`src/rtl/mul_pkg.sv`:
```
// Shared definitions for the iterative Booth multiplier and the Wallace path.
//   state_e    : multiplier control states
//   SEL_*      : bit positions of the one-hot Booth selector
//   booth_sel  : radix-4 Booth window -> one-hot selector
package mul_pkg;

  typedef enum logic [1:0] {
    IDLE = 2'd0,
    BUSY = 2'd1,
    DONE = 2'd2
  } state_e;

  // One-hot selector ordering, shared with the Wallace selector.
  localparam int SEL_NEG  = 0;
  localparam int SEL_POS  = 1;
  localparam int SEL_DNEG = 2;
  localparam int SEL_DPOS = 3;

  // Window bits: w[2] = y_add, w[1] = y, w[0] = y_sub.
  function automatic logic [3:0] booth_sel(input logic [2:0] w);
    logic [3:0] sel;
    sel = '0;
    case (w)
      3'b001, 3'b010: sel[SEL_POS]  = 1'b1;
      3'b011:         sel[SEL_DPOS] = 1'b1;
      3'b100:         sel[SEL_DNEG] = 1'b1;
      3'b101, 3'b110: sel[SEL_NEG]  = 1'b1;
      default:        sel = '0;
    endcase
    return sel;
  endfunction

endpackage

```
`src/rtl/booth_pp_gen.sv`:
```
// Radix-4 Booth partial-product generator (combinational).
//   i_window : 3-bit Booth window {y_add, y, y_sub}
//   i_xs     : sign-extended multiplicand, already aligned to the digit weight
//   o_addend : 0, +-Xs or +-2Xs, modulo 2^(2*XLEN+4)
module booth_pp_gen
  import mul_pkg::*;
#(
  parameter int XLEN = 64
) (
  input  logic [2:0]          i_window,
  input  logic [2*XLEN+3:0]   i_xs,
  output logic [2*XLEN+3:0]   o_addend
);

  localparam int AW = 2*XLEN+4;

  logic [3:0]    w_sel;
  logic [AW-1:0] w_dbl;

  assign w_sel = booth_sel(i_window);
  assign w_dbl = {i_xs[AW-2:0], 1'b0};

  always_comb begin
    o_addend = '0;
    if (w_sel[SEL_POS])       o_addend = i_xs;
    else if (w_sel[SEL_NEG])  o_addend = -i_xs;
    else if (w_sel[SEL_DPOS]) o_addend = w_dbl;
    else if (w_sel[SEL_DNEG]) o_addend = -w_dbl;
  end

endmodule

```
`src/rtl/booth_mul_iter.sv`:
```
// Iterative radix-4 Booth multiplier, one Booth digit per cycle.
//   clock, reset         : rising-edge clock, async active-high reset
//   io_flush             : squash any operation in flight
//   io_in_*              : valid/ready operand request (src1, src2, sign1, sign2)
//   io_out_*             : valid/ready full 2*XLEN-bit two's-complement product
// Operands are widened to XLEN+2 signed bits so every mode becomes a signed
// multiply; NITER digits then cover the widened multiplier exactly.
module booth_mul_iter
  import mul_pkg::*;
#(
  parameter int XLEN = 64
) (
  input  logic                clock,
  input  logic                reset,
  input  logic                io_flush,
  input  logic                io_in_valid,
  output logic                io_in_ready,
  input  logic [XLEN-1:0]     io_in_bits_src1,
  input  logic [XLEN-1:0]     io_in_bits_src2,
  input  logic                io_in_bits_sign1,
  input  logic                io_in_bits_sign2,
  output logic                io_out_valid,
  input  logic                io_out_ready,
  output logic [2*XLEN-1:0]   io_out_bits_result
);

  localparam int NITER = (XLEN+2)/2;
  localparam int AW    = 2*XLEN+4;
  localparam int YW    = XLEN+3;
  localparam int CW    = $clog2(NITER+1);

  state_e          r_state, w_state_nxt;
  logic [AW-1:0]   r_acc, r_xs;
  logic [YW-1:0]   r_y;
  logic [CW-1:0]   r_cnt;
  logic [2*XLEN-1:0] r_result;

  logic            w_accept, w_last, w_x_msb, w_y_msb;
  logic [AW-1:0]   w_addend, w_acc_nxt;

  assign w_accept  = (r_state == IDLE) && io_in_valid && !io_flush;
  assign w_last    = (r_cnt == CW'(NITER-1));
  assign w_x_msb   = io_in_bits_sign1 & io_in_bits_src1[XLEN-1];
  assign w_y_msb   = io_in_bits_sign2 & io_in_bits_src2[XLEN-1];
  assign w_acc_nxt = r_acc + w_addend;

  booth_pp_gen #(.XLEN(XLEN)) u_pp (
    .i_window (r_y[2:0]),
    .i_xs     (r_xs),
    .o_addend (w_addend)
  );

  always_comb begin
    w_state_nxt  = r_state;
    io_in_ready  = (r_state == IDLE);
    io_out_valid = (r_state == DONE);
    case (r_state)
      IDLE:    if (w_accept)     w_state_nxt = BUSY;
      BUSY:    if (w_last)       w_state_nxt = DONE;
      DONE:    if (io_out_ready) w_state_nxt = IDLE;
      default:                   w_state_nxt = IDLE;
    endcase
    // Flush overrides every transition, including a DONE handshake.
    if (io_flush) w_state_nxt = IDLE;
  end

  always_ff @(posedge clock or posedge reset) begin
    if (reset) r_state <= IDLE;
    else       r_state <= w_state_nxt;
  end

  always_ff @(posedge clock or posedge reset) begin
    if (reset) begin
      r_acc    <= '0;
      r_xs     <= '0;
      r_y      <= '0;
      r_cnt    <= '0;
      r_result <= '0;
    end else if (w_accept) begin
      r_acc <= '0;
      r_xs  <= {{(XLEN+4){w_x_msb}}, io_in_bits_src1};
      r_y   <= {{2{w_y_msb}}, io_in_bits_src2, 1'b0};
      r_cnt <= '0;
    end else if (r_state == BUSY && !io_flush) begin
      r_acc <= w_acc_nxt;
      r_xs  <= {r_xs[AW-3:0], 2'b00};
      r_y   <= {{2{r_y[YW-1]}}, r_y[YW-1:2]};
      r_cnt <= r_cnt + 1'b1;
      if (w_last) r_result <= w_acc_nxt[2*XLEN-1:0];
    end
  end

  assign io_out_bits_result = r_result;

endmodule

```
`config.mk`:
```
export PLATFORM = sky130hd
export DESIGN_NAME = booth_mul_iter
export DESIGN_NICKNAME = d
export VERILOG_FILES = /design/src/rtl/mul_pkg.sv /design/src/rtl/booth_pp_gen.sv /design/src/rtl/booth_mul_iter.sv
export SDC_FILE = /design/constraint.sdc
export NUM_CORES = 2
export LEC_CHECK = 0
export CORE_ASPECT_RATIO = 0.9
export CORE_MARGIN = 2
export CORE_UTILIZATION = 60
export CTS_CLUSTER_SIZE = 10
export DETAILED_ROUTE_END_ITERATION = 6
export PLACE_DENSITY = 0.84
export SLEW_MARGIN = 20
export SYNTH_ARGS = -nofsm -noshare
export SYNTH_HDL_FRONTEND = slang
export SYNTH_HIERARCHICAL = 1
export SYNTH_SLANG_ARGS = --single-unit
```
`constraint.sdc`:
```
create_clock -name clock -period 16.3 [get_ports clock]
set_clock_uncertainty 0.2 [all_clocks]
set_input_delay 1.63 -clock clock [delete_from_list [all_inputs] [get_ports clock]]
set_output_delay 1.63 -clock clock [all_outputs]
set_load 0.01 [all_outputs]
```
==> impl_results.md <==
* Status: finished, violations left
* Violated checks: DRC
* First-pass GRT wire length at ~200000 um
* Final Max Tran Viols at 0
* Post-route cell area at just under 40000 sq um
* Via Count at 37033
* Most common cell after layout, fill and taps aside: nand2_1
* Filler cells at ~4700
* Syn Nets at ~4600
* Share of cells above drive strength 1 at between 5 and 6%
* Rel. slew slack at 18.2%
* Vias in the first global route at ~34000
* Ports at between 200 and 300
* Worst-Skew Late Latency at 0.64 ns
* Leak at ~17 nW
* Worst-path clk slew at ~0.070 ns
* F_max at approximately 120 MHz
* Largest net degree at the start of global routing at 159
* Worst hold path class: reg -> reg
* RSZ-0062 raised after global routing: no
* Switch share at slightly above 50%
* Critical Path Fanout Max at 15
* Placed inst area at 37600 sq um
* Syn. warnings at 6
* # Post-CTS Setup Buffers at 0
* PD cells at 172 nW/um^2
* Antenna violations before repair at 16
* DIE WIDTH at around 260 um
* DRT Pass-1 Iters at 7
* Worst Setup End Kind: flop
* Final hold violation count at 0
* Residual DRC at 15
* Starting density of the core at 60.9%
* Internal power at ~3.3 mW
* CTS tree: built
* Critical Path RT at 16.59 ns
* Gate power share at between 50% and 60%
* Final setup viols at 0
* Final Critical Period at between 8 and 9 ns
* Worst VDD drop at between 0.1 and 0.15 mV
* CTS buffer count at 54
* DP HPWL at approximately 96000 um
* Post-cts hold buffer count at 0
* Tcrit/Tclk final at approximately half
* Final Wtd Congestion at 1.09
* Fin Setup TNS at 0 ns
* Multi-input logic area at approximately 22000 sq um
* Synth Instances at roughly 4400
* Syn Std Cell Area at approximately 35000 sq um
* GRT Util Overall at between 40% and 50%
* Area Overhead vs Synth at 12.4%
* CTS root buf: clkbuf_16
* Critical Path AT at between 8 and 9 ns
* Core area at 57200 sq um
* PortBufs at between 200 and 300
* Die Y-Extent at roughly 230 um
* Crit start category: flop
* Psw at 3.42 mW
* Initial DRC Count at 6284
* Row cnt at a little over 80
* Max-cap violations at 0
* Mean routed wirelength per cell at approximately 26 um
* Clk pwr share at between 10% and 20%
* Reg area at ~11000 sq um
* CTS Buffer Depth at 3
* Critical path class: reg -> reg
* Grt total ovfl at 0
* Reg power frac at 26.4%
* Final net count at 4672
* Detailed Route WL at around 130000 um
* Via density at 7.13
* H-tree levels at 2
* PostCTS Resize Cnt at 0
* Syn_area_per_cell at 7.97 sq um
* Die Area at ~60000 sq um
* Commonest cells after routing, fill and taps aside: nand2_1, dfrtp_1, a21oi_1
* # clock sinks at approximately 460
* Actual slew at the worst max-slew pin at around 1.2 ns
* DRT antenna net count at 0
==> final cells by class <==
type                            instances  share of cell area [%]
Sequential cell                       459                    29.3
Inverter                               72                   0.709
Clock buffer                           67                    3.66
Timing Repair Buffer                  317                    7.80
Tap cell                              765                    2.44
Multi-Input combinational cell       3502                    55.8
Antenna cell                            8                  0.0511
Clock inverter                          7                   0.211
==> routing by layer <==
layer | GRT usage [%] | wire [um] | vias to the layer above
met4 | 15.4 | 5720 | 16
met1 | 63.7 | 55900 | 17658
met3 | 14.7 | 20200 | 459
met2 | 59.6 | 52700 | 2776
li1 | - | - | 16124
met5 | 0.408 | 135 | -
==> metrics by stage <==
stage          worst slack, ns  util, %  hold WS [ns]  power, mW  std cells
2_1_floorplan             1.67        -         0.244       4.28       4372
3_3_place_gp              8.87     65.7         0.256       5.39       5115
3_5_place_dp              8.81     65.7         0.259       5.41       5115
4_1_cts                   8.75     68.4         0.275       6.54       5189
5_1_grt                   8.17     68.4         0.289       7.06       5189
6_report                  7.93     68.4         0.270       6.74       5197
==> worst max-delay path: stages (launching register included) <==
cell	delay (ns)
dfrtp_1	0.51
nor4_1	1.07
nand4_1	0.88
nor2_1	1.10
a31oi_1	0.21
xor2_1	0.23
a221oi_1	0.11
a31oi_1	0.91
ha_1	0.36
nand4_1	0.32
nor3_1	0.59
nand2_1	0.19
o41ai_2	0.86
a21oi_1	0.19
xnor2_1	0.21
mux2_2	0.28
==> final timing paths <==
| path | endpoint | slack (ns) | depth (start not counted) | startpoint |
|---|---|---|---|---|
| worst max-delay path | io_out_bits_result[124] | 7.93 | 15 | r_xs[47] |
| worst min-delay path | io_out_bits_result[89] | 0.27 | 2 | io_out_bits_result[89] |
| worst max register to register | io_out_bits_result[124] | 7.93 | 15 | r_xs[47] |
| worst min register to register | io_out_bits_result[89] | 0.27 | 2 | io_out_bits_result[89] |
| max in group asynchronous | io_out_bits_result[105] | 12.26 | 4 | reset |
| min in group asynchronous | r_y[12] | 1.35 | 2 | reset |
==> registers in the layout (all words and copies together), names as in the netlist <==
register and flops:
io_out_bits_result 128, r_y 67, r_xs 128, r_cnt 6, r_state 2, r_acc 128
==> power by group through the flow <==
stage                     clock [mW]  sequential [mW]  combinational (mW)
after floorplan                    0             1.57                2.71
final                           1.11             1.78                3.85
after global placement             0             1.76                3.63
after CTS                       1.11             1.75                3.67
after global routing            1.15             1.80                4.10
after detailed placement           0             1.76                3.65
No activity file was read; power rests on OpenSTA's default activity.
